### src/rtl/register_file_mp.sv
// Multi-port integer register file (NRD async reads, two sync writes) with a per-register busy scoreboard.
// Optional write-to-read forwarding is enabled by defining RF_BYPASS_EN.
module register_file_mp #(
  parameter int unsigned XLEN = 32,
  parameter int unsigned NREG = 32,
  parameter int unsigned NRD  = 2,
  localparam int unsigned AW  = $clog2(NREG)
) (
  input  logic                 clk,
  input  logic                 rst,
  input  logic                 we3,
  input  logic [AW-1:0]        wa3,
  input  logic [XLEN-1:0]      wd3,
  input  logic                 we4,
  input  logic [AW-1:0]        wa4,
  input  logic [XLEN-1:0]      wd4,
  input  logic [NRD*AW-1:0]    ra,
  output logic [NRD*XLEN-1:0]  rd,
  output logic [NRD-1:0]       busy,
  input  logic                 sb_set,
  input  logic [AW-1:0]        sb_addr
);

  logic [XLEN-1:0] mem [NREG];
  logic [NREG-1:0] busy_q;

  // Storage and scoreboard; entry 0 is never written so x0 stays zero and never busy.
  always_ff @(posedge clk or posedge rst) begin
    if (rst) begin
      for (int r = 0; r < NREG; r++) begin
        mem[r] <= '0;
      end
      busy_q <= '0;
    end else begin
      for (int r = 1; r < NREG; r++) begin
        // Port 3 wins a same-address conflict; port 4 is dropped.
        if (we3 && (wa3 == AW'(r))) begin
          mem[r] <= wd3;
        end else if (we4 && (wa4 == AW'(r))) begin
          mem[r] <= wd4;
        end
        // A new producer issued on the same edge as a writeback keeps the register busy.
        if (sb_set && (sb_addr == AW'(r))) begin
          busy_q[r] <= 1'b1;
        end else if ((we3 && (wa3 == AW'(r))) || (we4 && (wa4 == AW'(r)))) begin
          busy_q[r] <= 1'b0;
        end
      end
    end
  end

  for (genvar i = 0; i < NRD; i++) begin : g_rd
    logic [AW-1:0] a;
    logic          live;

    assign a    = ra[i*AW +: AW];
    assign live = !rst && (a != '0);

`ifdef RF_BYPASS_EN
    logic hit3;
    logic hit4;

    assign hit3 = we3 && (wa3 == a);
    assign hit4 = we4 && (wa4 == a);

    // Forward in-flight write data; a register being written has no outstanding producer.
    assign rd[i*XLEN +: XLEN] = !live ? '0 : hit3 ? wd3 : hit4 ? wd4 : mem[a];
    assign busy[i]            = live && busy_q[a] && !hit3 && !hit4;
`else
    assign rd[i*XLEN +: XLEN] = live ? mem[a] : '0;
    assign busy[i]            = live && busy_q[a];
`endif
  end

endmodule

### config.mk
export PLATFORM = sky130hd
export DESIGN_NAME = register_file_mp
export DESIGN_NICKNAME = d
export VERILOG_FILES = /design/src/rtl/register_file_mp.sv
export SDC_FILE = /design/constraint.sdc
export NUM_CORES = 2
export LEC_CHECK = 0
export CORE_MARGIN = 10
export CORE_UTILIZATION = 59
export CTS_BUF_LIST = sky130_fd_sc_hd__clkbuf_8
export DETAILED_ROUTE_END_ITERATION = 7
export GPL_ROUTABILITY_DRIVEN = 0
export PLACE_DENSITY = 0.8
export SETUP_SLACK_MARGIN = 0.1
export SLEW_MARGIN = 10
export SYNTH_ARGS = -nofsm -noshare
export SYNTH_HDL_FRONTEND = slang
export SYNTH_SLANG_ARGS = --single-unit
### constraint.sdc
create_clock -name clk -period 32.4 [get_ports clk]
set_clock_uncertainty 0.2 [all_clocks]
set_input_delay 3.24 -clock clk [delete_from_list [all_inputs] [get_ports clk]]
set_output_delay 3.24 -clock clk [all_outputs]
set_load 0.01 [all_outputs]
==> results.sh <==
export IMPL_synth_top_family_by_area="multiplexers"
export IMPL_core_region_area_sq_mm=0.109
export IMPL_hp_class="reg -> reg"
export IMPL_synth_cell_types=44
export IMPL_synth_seq_cells=1023
export IMPL_vias=56000
export IMPL_routedWlPerCell_um=32.9
export IMPL_cts_max_level=4
export IMPL_dieArea_sq_mm=0.123
export IMPL_cts_path_max_buffers=3
export IMPL_crit_required_ns=28.96
export IMPL_synth_compound_area_share_pct=11.8
export IMPL_grt_overflow=0
export IMPL_grt_max_degree=131
export IMPL_status="finished with violations"
export IMPL_dp_hpwl_um=143000
export IMPL_path_common_cell="buf_4"
export IMPL_cap_violations=0
export IMPL_clk_latency_ns=0.92
export IMPL_fin_tns_setup_ns=0
export IMPL_syn2layout_area_growth_pct=7.39
export IMPL_final_cell_mix="mux2i_1, dfrtp_1, nor2_1"
export IMPL_drt_wl_total_um=251000
export IMPL_dr_max_layer_used="met5"
export IMPL_fillCellCount=8300
export IMPL_endpoint_kind="primary output"
export IMPL_syn_area_per_cell_sq_um=10.3
export IMPL_die_y_um=351
export IMPL_viasPerCell=7.36
export IMPL_power_leakage_uw=0.0299
export IMPL_fmax_mhz=77.6
export IMPL_r2r_cells=2
export IMPL_cp_cell_sequence="clkdlybuf4s50_1 > clkinvlp_4 > buf_4 > buf_12 > buf_4 > o21ai_2 > buf_4 > o32a_1 > a221oi_1 > clkdlybuf4s50_1"
export IMPL_finalNetCount=6127
export IMPL_cts_tree="built"
export IMPL_cts_clk_slew_worst_paths_ns=0.07
export IMPL_antenna_found_initial=37
export IMPL_dr_wl_met2_um=103000
export IMPL_syn_area_sq_mm=0.0647
export IMPL_synth_simple_area_share_pct=8.81
export IMPL_drc=29
export IMPL_synth_adder_area_share_pct=0
export IMPL_ys_async_sr_fraction_pct=100
export IMPL_cts_setup_buffers=0
export IMPL_p_per_area_mw_per_mm2=60.0
export IMPL_critPathLaunchType="input pin"
export IMPL_slowest_delay_ns=1.15
export IMPL_cts_repair_resized=0
export IMPL_synth_xor_area_share_pct=0
export IMPL_synth_warnings=33
export IMPL_failed_checks="design-rule violations, max-slew violations"
export IMPL_max_vdd_ir_drop_uv=43.3
export IMPL_rows=121
export IMPL_grt_pass1_wl_um=364000
export IMPL_final_layout_size_suffix_gt1_share_pct=15.3
export IMPL_drtIter0Drc=8768
export IMPL_setup_worst_path_class="in -> out"
export IMPL_top_level_ports=160
export IMPL_cts_buffers=169
export IMPL_cts_hold_repair_buffers=0
export IMPL_setup_violations=0
export IMPL_syn_num_nets=6378
export IMPL_post_route_period_util_pct=39.8
export IMPL_ant_nets=0
export IMPL_grt_pass1_vias=54600
export IMPL_wl_met3_um=42700
export IMPL_min_delay_path_depth=1
export IMPL_cp_slowest_cell="a221oi_1"
export IMPL_drv_slew=1
export IMPL_drt_pass1_iter_count=8
export IMPL_met1Wirelength_um=81400
export IMPL_slew_headroom_pct=-0.912
export IMPL_cp_arrival_ns=9.44
export IMPL_final_common_cell="mux2i_1"
export IMPL_start_util_pct=59.5
export IMPL_finalCriticalPeriod_ns=12.88
export IMPL_synth_edf_count=0
export IMPL_cts_sinks=1023
export IMPL_synthTopCellsByArea="dfrtp_1, mux2i_1, mux4_2"
export IMPL_synth_top_area_share_pct=39.5
export IMPL_grt_use_total_pct=39.8
export IMPL_crit_fanout=130
export IMPL_yosys_area_top_type="dfrtp_1"
export IMPL_tightest_slew_ns=1.51
export IMPL_synthFlopType="dfrtp_1"
export IMPL_final_core_util_pct=63.9
export IMPL_hold_violations=0
export IMPL_clock_root_buffer="clkbuf_8"
export IMPL_ys_seq_area_share_pct=39.5
export IMPL_postSynthCellCount=6284
export IMPL_port_buffers=159
export IMPL_rsz0062_at_grt="false"
export IMPL_die_x_um=351
export IMPL_synthMuxAreaShare_pct=34.3
through the flow:
step / std cells / cell area [sq um] / worst slack [ns] / total power (uW) / hold slack, ns
after floorplan: 6284 / 64800 / 9.01 / 2640 / 0.282
after global placement: 7276 / 66200 / 19.90 / 2910 / 0.316
after detailed placement: 7276 / 66200 / 19.89 / 2980 / 0.314
after CTS: 7574 / 69500 / 19.86 / 4120 / 0.334
after global routing: 7596 / 69500 / 19.36 / 4340 / 0.360
final: 7604 / 69500 / 19.52 / 4170 / 0.343
worst paths after layout:
check | from | to | slack (ns)
min in group asynchronous | rst | mem[473] | 2.63
worst max register to register | mem[126] | mem[126] | 31.28
worst min-delay path | busy_q[31] | busy_q[31] | 0.34
max in group asynchronous | rst | mem[227] | 25.42
worst max-delay path | rst | rd[11] | 19.52
worst min register to register | busy_q[31] | busy_q[31] | 0.34
layout make-up:
class | count | area [sq um] | share of cell area, %
Inverter | 6 | 26.3 | 0.0378
Clock buffer | 206 | 2840 | 4.08
Timing Repair Buffer | 310 | 2760 | 3.97
Antenna cell | 30 | 75.1 | 0.108
Clock inverter | 92 | 487 | 0.700
Multi-Input combinational cell | 4523 | 36000 | 51.7
Sequential cell | 1023 | 25600 | 36.8
Tap cell | 1414 | 1770 | 2.54
synthesized netlist by cell type, types with 2 or more instances:
library cell,n
mux2i_1,1311
dfrtp_1,1023
nor2_1,607
nand2_1,578
a21oi_1,572
o21ai_0,511
clkbuf_1,435
mux4_2,350
buf_2,119
mux2_2,107
buf_4,102
nor3_1,70
a221oi_1,68
nor2b_1,53
buf_6,39
o22ai_1,39
buf_1,37
a211oi_1,36
a22oi_1,34
nor4_1,24
nand2b_1,23
a2111oi_0,21
o32a_1,21
o21ai_1,19
o221ai_1,17
a32o_1,10
nor2_2,9
and2_1,7
inv_1,6
a2111oi_1,5
nor3b_1,5
a22o_1,4
and3_1,4
nor4_2,3
or3_1,3
nand3_1,2
nand4_1,2
or2_2,2
power breakdown:
part	total (uW)	internal [uW]	switching, uW
Sequential	1890	1620	276
Clock	1160	590	574
Combinational	1120	568	547
Total	4170	2780	1400
registers in the layout, indices dropped and copies added (netlist names):
register / flops
mem: 992
busy_q: 31
kinds of logic (layout without fill, tap and decap cells):
| group | after synthesis | in the layout |
|---|---|---|
| AO/OA/AOI/OAI | 1360 | 1360 |
| AND/OR/NAND/NOR | 1395 | 1395 |
| flip-flops | 1023 | 1023 |
| other | 0 | 30 |
| multiplexers | 1768 | 1768 |
| buffers and inverters | 738 | 614 |
routing by layer:
layer	vias up	track usage, %
met4	21	30.8
met1	26900	48.1
met5	-	1.53
met2	5221	55.0
met3	1534	17.8
li1	22400	-
critical path, delay by kind of cell:
family / cells / cell delay [ns]
AOI/OAI and AO/OA: 3 / 1.67
buffers and inverters: 7 / 4.27
No activity file was read; power rests on OpenSTA's default activity.
